[src/rtl/mult_div_unit_if.sv]
// EX-stage handshake bundle for the HI/LO multiply/divide unit.
// master = EX pipeline side, slave = mult_div_unit.
interface mult_div_unit_if #(
  parameter int WIDTH = 32
);
  logic             op_valid;
  logic [3:0]       op;
  logic [WIDTH-1:0] rs_val;
  logic [WIDTH-1:0] rt_val;
  logic             mult_div_stall;
  logic             busy;
  logic [WIDTH-1:0] mf_result;
  logic [WIDTH-1:0] hi;
  logic [WIDTH-1:0] lo;

  modport master (
    output op_valid, op, rs_val, rt_val,
    input  mult_div_stall, busy, mf_result, hi, lo
  );

  modport slave (
    input  op_valid, op, rs_val, rt_val,
    output mult_div_stall, busy, mf_result, hi, lo
  );
endinterface

[src/rtl/mult_div_unit.sv]
// Iterative radix-2 HI/LO multiply/divide unit (shift-add mult, restoring div).
// Optional MD_EARLY_OUT_EN: multiply finishes once the remaining multiplier is 0.
module mult_div_unit #(
  parameter int WIDTH = 32
) (
  input logic            clk,
  input logic            rst_n,
  mult_div_unit_if.slave md
);

  localparam int CW = $clog2(WIDTH + 1);

  localparam logic [3:0] OP_MULT  = 4'd1;
  localparam logic [3:0] OP_MULTU = 4'd2;
  localparam logic [3:0] OP_DIV   = 4'd3;
  localparam logic [3:0] OP_DIVU  = 4'd4;
  localparam logic [3:0] OP_MTHI  = 4'd5;
  localparam logic [3:0] OP_MTLO  = 4'd6;
  localparam logic [3:0] OP_MFHI  = 4'd7;
  localparam logic [3:0] OP_MFLO  = 4'd8;

  typedef enum logic {
    IDLE = 1'b0,
    RUN  = 1'b1
  } state_e;

  state_e             state_q, state_d;
  logic [CW-1:0]      cnt_q, cnt_d;
  logic [WIDTH-1:0]   hi_q, hi_d;
  logic [WIDTH-1:0]   lo_q, lo_d;
  logic [2*WIDTH-1:0] acc_q, acc_d;
  logic [2*WIDTH-1:0] mcand_q, mcand_d;
  logic [WIDTH-1:0]   mplier_q, mplier_d;
  logic [WIDTH-1:0]   rem_q, rem_d;
  logic [WIDTH-1:0]   quot_q, quot_d;
  logic [WIDTH-1:0]   dvsr_q, dvsr_d;
  logic               is_div_q, is_div_d;
  logic               qneg_q, qneg_d;
  logic               rneg_q, rneg_d;
  logic               dz_q, dz_d;

  logic busy;
  logic op_in_range;
  logic accept;
  logic is_mul, is_dv, is_signed;
  logic rs_neg, rt_neg;
  logic [WIDTH-1:0] rs_mag, rt_mag;

  assign busy        = (state_q == RUN);
  assign op_in_range = (md.op >= OP_MULT) && (md.op <= OP_MFLO);
  assign accept      = md.op_valid && op_in_range && !busy;

  assign is_mul    = (md.op == OP_MULT) || (md.op == OP_MULTU);
  assign is_dv     = (md.op == OP_DIV) || (md.op == OP_DIVU);
  assign is_signed = (md.op == OP_MULT) || (md.op == OP_DIV);

  assign rs_neg = is_signed && md.rs_val[WIDTH-1];
  assign rt_neg = is_signed && md.rt_val[WIDTH-1];
  assign rs_mag = rs_neg ? -md.rs_val : md.rs_val;
  assign rt_mag = rt_neg ? -md.rt_val : md.rt_val;

  // One multiply step
  logic [2*WIDTH-1:0] acc_nx;
  logic [2*WIDTH-1:0] prod_fix;
  logic               mul_early;

  assign acc_nx   = mplier_q[0] ? acc_q + mcand_q : acc_q;
  assign prod_fix = qneg_q ? -acc_nx : acc_nx;

`ifdef MD_EARLY_OUT_EN
  assign mul_early = ((mplier_q >> 1) == '0);
`else
  assign mul_early = 1'b0;
`endif

  // One restoring-divide step; sub fits WIDTH bits whenever sh >= divisor
  logic [WIDTH:0]   sh;
  logic [WIDTH-1:0] sub;
  logic             ge;
  logic [WIDTH-1:0] rem_nx, quot_nx;
  logic [WIDTH-1:0] quot_fix, rem_fix;

  assign sh       = {rem_q, quot_q[WIDTH-1]};
  assign ge       = (sh >= {1'b0, dvsr_q});
  assign sub      = sh[WIDTH-1:0] - dvsr_q;
  assign rem_nx   = ge ? sub : sh[WIDTH-1:0];
  assign quot_nx  = {quot_q[WIDTH-2:0], ge};
  assign quot_fix = dz_q ? '1 : (qneg_q ? -quot_nx : quot_nx);
  assign rem_fix  = rneg_q ? -rem_nx : rem_nx;

  logic last;
  assign last = (cnt_q == CW'(1)) || (!is_div_q && mul_early);

  always_comb begin
    state_d  = state_q;
    cnt_d    = cnt_q;
    hi_d     = hi_q;
    lo_d     = lo_q;
    acc_d    = acc_q;
    mcand_d  = mcand_q;
    mplier_d = mplier_q;
    rem_d    = rem_q;
    quot_d   = quot_q;
    dvsr_d   = dvsr_q;
    is_div_d = is_div_q;
    qneg_d   = qneg_q;
    rneg_d   = rneg_q;
    dz_d     = dz_q;

    unique case (state_q)
      IDLE: begin
        if (accept) begin
          unique case (1'b1)
            is_mul: begin
              state_d  = RUN;
              cnt_d    = CW'(WIDTH);
              acc_d    = '0;
              mcand_d  = {{WIDTH{1'b0}}, rs_mag};
              mplier_d = rt_mag;
              is_div_d = 1'b0;
              qneg_d   = rs_neg ^ rt_neg;
              rneg_d   = 1'b0;
              dz_d     = 1'b0;
            end
            is_dv: begin
              state_d  = RUN;
              cnt_d    = CW'(WIDTH);
              rem_d    = '0;
              quot_d   = rs_mag;
              dvsr_d   = rt_mag;
              is_div_d = 1'b1;
              qneg_d   = rs_neg ^ rt_neg;
              rneg_d   = rs_neg;
              dz_d     = (md.rt_val == '0);
            end
            (md.op == OP_MTHI): hi_d = md.rs_val;
            (md.op == OP_MTLO): lo_d = md.rs_val;
            default: ;
          endcase
        end
      end
      RUN: begin
        cnt_d = cnt_q - CW'(1);
        if (is_div_q) begin
          rem_d  = rem_nx;
          quot_d = quot_nx;
        end else begin
          acc_d    = acc_nx;
          mcand_d  = mcand_q << 1;
          mplier_d = mplier_q >> 1;
        end
        if (last) begin
          state_d = IDLE;
          cnt_d   = '0;
          if (is_div_q) begin
            hi_d = rem_fix;
            lo_d = quot_fix;
          end else begin
            hi_d = prod_fix[2*WIDTH-1:WIDTH];
            lo_d = prod_fix[WIDTH-1:0];
          end
        end
      end
      default: state_d = IDLE;
    endcase
  end

  always_ff @(posedge clk or negedge rst_n) begin
    if (!rst_n) begin
      state_q  <= IDLE;
      cnt_q    <= '0;
      hi_q     <= '0;
      lo_q     <= '0;
      acc_q    <= '0;
      mcand_q  <= '0;
      mplier_q <= '0;
      rem_q    <= '0;
      quot_q   <= '0;
      dvsr_q   <= '0;
      is_div_q <= 1'b0;
      qneg_q   <= 1'b0;
      rneg_q   <= 1'b0;
      dz_q     <= 1'b0;
    end else begin
      state_q  <= state_d;
      cnt_q    <= cnt_d;
      hi_q     <= hi_d;
      lo_q     <= lo_d;
      acc_q    <= acc_d;
      mcand_q  <= mcand_d;
      mplier_q <= mplier_d;
      rem_q    <= rem_d;
      quot_q   <= quot_d;
      dvsr_q   <= dvsr_d;
      is_div_q <= is_div_d;
      qneg_q   <= qneg_d;
      rneg_q   <= rneg_d;
      dz_q     <= dz_d;
    end
  end

  assign md.busy           = busy;
  assign md.mult_div_stall = md.op_valid && op_in_range && busy;
  assign md.hi             = hi_q;
  assign md.lo             = lo_q;
  assign md.mf_result      = (md.op == OP_MFHI) ? hi_q :
                             (md.op == OP_MFLO) ? lo_q : '0;

endmodule
[src/flat_wrapper.sv]
// flat-port wrapper written by rule: the top's interface ports become plain ports
module mult_div_unit_flat 
#(
  parameter int WIDTH = 32
)
  (clk, rst_n, md_op_valid, md_op, md_rs_val, md_rt_val, md_mult_div_stall, md_busy, md_mf_result, md_hi, md_lo);
  mult_div_unit_if #(.WIDTH(WIDTH)) md_i ();
  input logic clk;
  input logic rst_n;
  input wire logic [$bits(md_i.op_valid)-1:0] md_op_valid;
  input wire logic [$bits(md_i.op)-1:0] md_op;
  input wire logic [$bits(md_i.rs_val)-1:0] md_rs_val;
  input wire logic [$bits(md_i.rt_val)-1:0] md_rt_val;
  output wire logic [$bits(md_i.mult_div_stall)-1:0] md_mult_div_stall;
  output wire logic [$bits(md_i.busy)-1:0] md_busy;
  output wire logic [$bits(md_i.mf_result)-1:0] md_mf_result;
  output wire logic [$bits(md_i.hi)-1:0] md_hi;
  output wire logic [$bits(md_i.lo)-1:0] md_lo;
  assign md_i.op_valid = md_op_valid;
  assign md_i.op = md_op;
  assign md_i.rs_val = md_rs_val;
  assign md_i.rt_val = md_rt_val;
  assign md_mult_div_stall = md_i.mult_div_stall;
  assign md_busy = md_i.busy;
  assign md_mf_result = md_i.mf_result;
  assign md_hi = md_i.hi;
  assign md_lo = md_i.lo;
  mult_div_unit #(.WIDTH(WIDTH)) u_core (.clk(clk), .rst_n(rst_n), .md(md_i));
endmodule
[config.mk]
export PLATFORM = sky130hd
export DESIGN_NAME = mult_div_unit_flat
export DESIGN_NICKNAME = d
export VERILOG_FILES = /design/src/rtl/mult_div_unit_if.sv /design/src/rtl/mult_div_unit.sv /design/src/flat_wrapper.sv
export SDC_FILE = /design/constraint.sdc
export NUM_CORES = 1
export LEC_CHECK = 0
export BUFFER_PORTS_ARGS = -buffer_cell sky130_fd_sc_hd__buf_4
export CAP_MARGIN = 20
export CORE_MARGIN = 2
export CORE_UTILIZATION = 39
export CTS_CLUSTER_SIZE = 20
export DETAILED_ROUTE_END_ITERATION = 8
export GPL_ROUTABILITY_DRIVEN = 0
export GPL_TIMING_DRIVEN = 0
export PLACE_DENSITY = 0.62
export SYNTH_ARGS = -nofsm -noshare
export SYNTH_HDL_FRONTEND = slang
export SYNTH_SLANG_ARGS = --single-unit
[constraint.sdc]
create_clock -name clk -period 13.2 [get_ports clk]
set_input_delay 2.64 -clock clk [delete_from_list [all_inputs] [get_ports clk]]
set_output_delay 2.64 -clock clk [all_outputs]
set_load 0.03 [all_outputs]
==> impl_results.md, run 1 <==
- Seq/Total Area, Yosys: between 30% and 40%
- CP max FO: 10
- Setup violators final: 0
- Leakage: between 10 and 15 nW
- Mapped Cells: roughly 3500
- Worst path cell trace: ha_1, buf_2, a211oi_2, o21bai_1, o21ai_0, o21ai_1, nand4_1, nand2_1, buf_1, clkbuf_1, clkbuf_1, nand2_1, o21ai_0, ha_1, nand2_1, nor4_1, nor4b_1, a31oi_1, or3_1, clkbuf_1, nor4_1, mux2i_1, a21oi_1, nor3_1
- Post-DRT Antenna Nets: 0
- First-pass GRT wire length: about 180000 µm
- R2r setup slk: just under 5000 ps
- Initial antenna violation count: 0
- CP bufs+invs: 5
- Initial core utilization: approximately 40%
- Power, Total: around 9.7 mW
- Hold Crit Class: flip-flop to flip-flop
- Synthesized Nets: 3679
- Clk slew on worst S/H paths: about 70 ps
- Layout Nets: 3895
- Io pins: roughly 170
- Worst path slowest cell: clkbuf_1
- Port bufs: ~170
- Worst Hold Launch: u_core.dvsr_q[8]
- Post-CTS Setup Bufs: 0
- 1st-iter DRT viols: between 3000 and 4000
- Rel. slew slack: between 10% and 20%
- Critical path endpoint category: flip-flop
- Final Hold Fails: 0
- Yosys cell types: ~100
- Synthesis-stage register bit count: ~330
- Root buffer cell: clkbuf_16
- GRT overflow: 0
- Hold path cells: 2
- Clock Latency Late Sink: 620 ps
- Status: complete, no violations
- Unrepaired setup endpoints after global routing: false
- Row cnt: 96
- Clock period minus worst slack: a little over 8000 ps
- Setup slack at placement: 5407 ps
- Power Dens Cells: 310.9 nW/µm²
- Die width: around 270 µm
- DRC violations left: 0
- Synthesized area per cell: approximately 7.8 µm²
- YS warnings: 0
- Slew @ Worst Pin: between 1000 and 1500 ps
- Pin count of the biggest net entering global routing: between 90 and 100
- Dominant synthesized flop cell: dfrtp_1
- Drt total wl: 121000 µm
- Drt wl/cell: 25.83 µm
- Setup TNS Final: 0 ps
- R2R Path Start: u_core.rem_q[5]
- CP startpoint kind: flip-flop
- Via density: 6.448
- DR pass1 iterations: 6
- Layout cell share with drive strength beyond 1: a little under a tenth
- Share of the synthesized area in the top cell type: a little under a third
- Fin crit share: ~62%
- Kind of critical path: flip-flop to flip-flop
- Final Skew: 47.22 ps
- Worst setup path start: u_core.rem_q[5]
- Area contributors post-synth: dfrtp_1 30%, o21ai_0 6.8%, nand2_1 6.1%
- Area Overhead vs Synth: 14.26%
- Post-synth ARST share: between 90% and 100%
- Resize count post-CTS: 0
- Post-DP HPWL: approximately 96000 µm
- Max incr delay on CP: slightly above 700 ps
- CTS Hold Buffers Added: 0
- Clock Sinks: between 300 and 400
- Area leader, netlist: dfrtp_1
- CP arrival: 8760 ps
- Core Footprint: 68950 µm²
- Detailed-route via count: between 30000 and 40000
- DIE HEIGHT: 268.4 µm
- Fmax: 0.1213 GHz
- Inserted Clock Buffers: a little over 40
- CTS tree: done
- DIE AREA: a little over 70000 µm²
- Max-slew violation count: 0
- CP required: between 10000 and 15000 ps
- Worst path depth: 24
- GRT Total Usage: about a third
- H-Tree Depth: 2
- FF-to-FF path depth: 24
- CP top delay family: simple AND/OR/NAND/NOR gates
- Vias in the first global route: roughly 28000
- Worst Setup Slack, final: 4959 ps
- Maximum vdd drop: roughly 0.17 mV
- Max Cap Violations: 0
- Clk buf depth: 3
- Netlist Area Pre-Place: 27260 µm²
- EDFF count, synth: 0
[synthesized netlist by cell type, types with 78 or more instances]
| master | instances |
|---|---|
| nand3_1 | 140 |
| nand2_1 | 443 |
| a31oi_1 | 78 |
| a21oi_1 | 237 |
| dfrtp_1 | 331 |
| xnor2_1 | 118 |
| nor3_1 | 93 |
| o21ai_0 | 372 |
| ha_1 | 102 |
| clkbuf_1 | 185 |
| nor2_1 | 259 |
| xor2_1 | 92 |
[sequential cells by signal (all words and copies together), names as in the netlist]
name	flops
u_core.acc_q	64
u_core.mcand_q	64
u_core.dvsr_q	32
u_core.md.hi	32
u_core.md.lo	32
u_core.mplier_q	32
u_core.quot_q	32
u_core.rem_q	32
u_core.cnt_q	6
u_core.dz_q	1
u_core.is_div_q	1
u_core.md.busy	1
u_core.qneg_q	1
u_core.rneg_q	1
[metrics by stage]
| step | cell area, µm² | std cells | hold WS, ps | util, % |
|---|---|---|---|---|
| 2_1_floorplan | 27260 | 3504 | 449.8 | - |
| 5_1_grt | 31150 | 4683 | 515.9 | 45.18 |
| 4_1_cts | 31150 | 4683 | 483.9 | 45.18 |
| 6_report | 31150 | 4684 | 481.0 | 45.18 |
| 3_5_place_dp | 29800 | 4608 | 470.5 | 43.22 |
| 3_3_place_gp | 29670 | 4601 | 465.6 | 43.04 |
[path summary, 6_finish.rpt]
check / endpoint
worst min-delay path: u_core.dvsr_q[8]
worst min register to register: u_core.dvsr_q[8]
min in group asynchronous: u_core.mcand_q[43]
worst max register to register: u_core.md.hi[30]
max in group asynchronous: u_core.cnt_q[3]
worst max-delay path: u_core.md.hi[30]
[where the power goes]
| part | switching, mW | internal [mW] | total [mW] |
|---|---|---|---|
| combinational | 4.43 | 2.07 | 6.50 |
| clock | 0.505 | 0.655 | 1.16 |
| sequential | 0.587 | 1.44 | 2.03 |
[per-layer routing]
metal | GRT usage, % | part of all wire [%] | vias to the layer above | wire length [µm]
met4 | 15.72 | 5.6 | 0 | 6770
met1 | 44.71 | 41 | 14509 | 49390
met2 | 48.29 | 42 | 1939 | 50240
met3 | 8.036 | 12 | 332 | 14600
met5 | 0 | 0 | - | 0
li1 | - | - | 13424 | -
[worst register-to-register path, stage by stage (launching register included)]
cell	delay [ps]
dfrtp_1	490
ha_1	330
buf_2	180
a211oi_2	100
o21bai_1	340
o21ai_0	280
o21ai_1	290
nand4_1	560
nand2_1	400
buf_1	570
clkbuf_1	630
clkbuf_1	710
nand2_1	100
o21ai_0	210
ha_1	320
nand2_1	90
nor4_1	340
nor4b_1	410
a31oi_1	210
or3_1	400
clkbuf_1	190
nor4_1	430
mux2i_1	250
a21oi_1	90
nor3_1	230
[final cells by class]
type,count,area [µm²]
antenna,1,2.502
fill,7061,37800
clock inverter,18,206.4
tap,931,1165
clock buffer,57,1146
inverter,76,285.3
timing repair buffer,173,1361
sequential,331,8283
buffer,243,969.7
multi-input combinational,2854,17730
[logic make-up after synthesis]
group | after synthesis | share of synthesized area, %
flip-flops | 331 | 30.38
AO/OA/AOI/OAI | 1210 | 28.75
buffers and inverters | 319 | 4.603
XOR/XNOR | 210 | 6.746
adder cells (fa/ha/maj) | 104 | 4.828
multiplexers | 60 | 2.235
AND/OR/NAND/NOR | 1270 | 22.46
[cell usage in the layout, fill, tap and decap left out, drive strengths merged, types with 68 or more instances in the layout]
cell type / synthesis / final
clkbuf: 186 / 243
o21ai: 391 / 391
xor2: 92 / 92
nand3: 143 / 143
ha: 102 / 102
nand2: 444 / 444
nor2: 259 / 259
xnor2: 118 / 118
a21oi: 239 / 239
nor3: 97 / 97
dfrtp: 331 / 331
or3: 68 / 68
a31oi: 80 / 80
inv: 76 / 78
buf: 57 / 230
Power figures use the tool's default switching activity.
==> run 2: changes to the inputs <==
==> constraint.sdc (replaced) <==
create_clock -name clk -period 8.35 [get_ports clk]
set_input_delay 1.67 -clock clk [delete_from_list [all_inputs] [get_ports clk]]
set_output_delay 1.67 -clock clk [all_outputs]
set_load 0.03 [all_outputs]
==> run 2 against run 1 <==
Against the previous run: worst setup slack got worse by 4600 ps; sequential power increased by 58%; first-iteration DRC count increased by 2.9%; sequential share of layout area about the same; flip-flop and latch count unchanged; core utilization about the same; critical endpoint unchanged; largest power group unchanged.
==> impl_results.md, run 2 (same netlist as run 1, synthesis figures left out) <==
- GRT Total Usage: ~33%
- Setup TNS Final: 0 ps
- Max-slew violation count: 0
- Drt total wl: approximately 120000 µm
- Maximum vdd drop: around 0.27 mV
- CP max FO: 10
- CP arrival: about 8500 ps
- Drt wl/cell: ~26 µm
- Net Switching: around 8.7 mW
- Unrepaired setup endpoints after global routing: false
- Die width: 268.4 µm
- Setup violators final: 0
- Seq pwr share: 20.9%
- Leakage: about 12 nW
- CP startpoint kind: flip-flop
- Clk slew on worst S/H paths: 70 ps
- Port bufs: between 150 and 200
- Gate power share: between 60 and 70%
- Max Cap Violations: 0
- Pin count of the biggest net entering global routing: 97
- Area Overhead vs Synth: 14.25%
- Io pins: approximately 170
- Root buffer cell: clkbuf_16
- Worst path slowest cell: clkbuf_1
- Hold Crit Class: flip-flop to flip-flop
- Fmax: 0.1252 GHz
- Layout Nets: about 4000
- Worst path cell trace: ha_1, buf_2, a211oi_2, o21bai_1, o21ai_0, o21ai_1, nand4_1, nand2_1, buf_1, clkbuf_1, clkbuf_2, nand2_1, o21ai_0, ha_1, nand2_1, nor4_1, nor4b_1, a31oi_1, or3_1, clkbuf_1, nor4_1, mux2i_1, a21oi_1, nor3_1
- DIE HEIGHT: about 270 µm
- Post-DP HPWL: between 90000 and 100000 µm
- Clk buf depth: 3
- DR pass1 iterations: 6
- Switching Share: ~57%
- DIE AREA: between 70000 and 80000 µm²
- Antenna diodes: 0
- Rel. slew slack: between 10% and 20%
- Initial antenna violation count: 0
- Slew @ Worst Pin: about 1200 ps
- Via density: between 6 and 7
- Fillers: roughly 7000
- Final Hold Fails: 0
- Largest regs: u_core.acc_q: 64 flops, u_core.mcand_q: 64 flops
- Kind of critical path: flip-flop to flip-flop
- Clock Power Share: a little under an eighth
- Most common cell after layout, fill and taps aside: nand2_1
- Power Dens Cells: 492.0 nW/µm²
- Most frequent cells in the layout: 443 x nand2_1, 372 x o21ai_0, 331 x dfrtp_1
- Fin crit share: roughly 96%
- GRT overflow: 0
- Post-DRT Antenna Nets: 0
- Initial core utilization: roughly two fifths
- Core Footprint: between 60000 and 70000 µm²
- DRC violations left: 0
- Clock Latency Late Sink: slightly above 600 ps
- Final Skew: 48.23 ps
- Detailed-route via count: 30356
- Layout cell share with drive strength beyond 1: between 9 and 10%
- Int Pwr: roughly 6.6 mW
- Inserted Clock Buffers: 41
- CTS Hold Buffers Added: 0
- Clock Sinks: 331
- Worst path most repeated cell: nand2_1
- Power, Total: ~15 mW
- Vias in the first global route: 27619
- First-pass GRT wire length: 176800 µm
- CTS tree: done
- Max incr delay on CP: between 600 and 700 ps
- Clock period minus worst slack: about 8000 ps
- Status: complete, no violations
- Critical path endpoint category: flip-flop
- 1st-iter DRT viols: 4029
- Post-CTS Setup Bufs: 0
- Row cnt: 96
- CP required: roughly 9000 ps
- H-Tree Depth: 2
==> run 2: changes by cell type in the layout (fill, tap and decap cells not counted), sizes merged <==
| cell | delta |
|---|---|
| diode | -1 |
==> run 2: power groups by stage <==
stage	registers, mW	logic [mW]	clock network [mW]
after floorplan	3.04	6.46	0
after global placement	3.16	9.74	0
after detailed placement	3.16	9.81	0
after CTS	3.14	9.87	1.84
after global routing	3.23	10.9	1.90
final	3.20	10.3	1.83
==> run 2: what timing repair did <==
| action | in CTS | in global routing |
|---|---|---|
| endpoints found under the hold margin | 0 | 0 |
| endpoints found under the setup margin | 0 | 4 |
| gates resized for setup | 0 | 2 |
==> run 2: final timing paths <==
path	startpoint	end	slack [ps]	depth (start not counted)
worst max-delay path	u_core.rem_q[5]	u_core.md.hi[30]	360	24
worst min-delay path	u_core.dvsr_q[8]	u_core.dvsr_q[8]	480	2
worst max register to register	u_core.rem_q[5]	u_core.md.hi[30]	360	24
worst min register to register	u_core.dvsr_q[8]	u_core.dvsr_q[8]	480	2
max in group asynchronous	rst_n	u_core.md.lo[24]	5850	3
min in group asynchronous	rst_n	u_core.mcand_q[43]	1100	1
==> run 2: critical path, delay by kind of cell, from the launching register on <==
kind                       cells  cell delay (ps)
buffers and inverters          5             2060
muxes                          1              250
adders and majority gates      2              630
AOI/OAI and AO/OA              7             1500
and+or+nand+nor                9             2950
DFF                            1              480
==> run 2: area by class of cell <==
cell class	instances	area, µm²	area share (%)
Clock inverter	18	206.4	0.6628
Tap cell	931	1165	3.740
Inverter	76	285.3	0.9158
Clock buffer	57	1146	3.679
Timing Repair Buffer	173	1361	4.370
Multi-Input combinational cell	2854	17730	56.92
Sequential cell	331	8283	26.59
Buffer	243	970.9	3.117
==> run 2: layer usage <==
| metal | track usage, % | routed length (µm) | up-vias |
|---|---|---|---|
| met1 | 44.71 | 49220 | 14568 |
| met5 | 0 | 0 | - |
| li1 | - | - | 13403 |
| met3 | 8.036 | 14880 | 343 |
| met2 | 48.29 | 49950 | 2042 |
| met4 | 15.72 | 6923 | 0 |
==> run 2: metrics by stage <==
stage / area (µm²) / utilization [%] / setup slack (ps) / hold WS [ps] / std cells
after global placement: 29670 / 43.04 / 544.3 / 465.6 / 4601
after global routing: 31150 / 45.18 / 0.1954 / 515.9 / 4683
after floorplan: 27260 / - / 2816 / 449.8 / 3504
after CTS: 31150 / 45.18 / 479.7 / 483.9 / 4683
after detailed placement: 29800 / 43.22 / 557.2 / 470.5 / 4608
final: 31150 / 45.18 / 361.5 / 480.5 / 4683
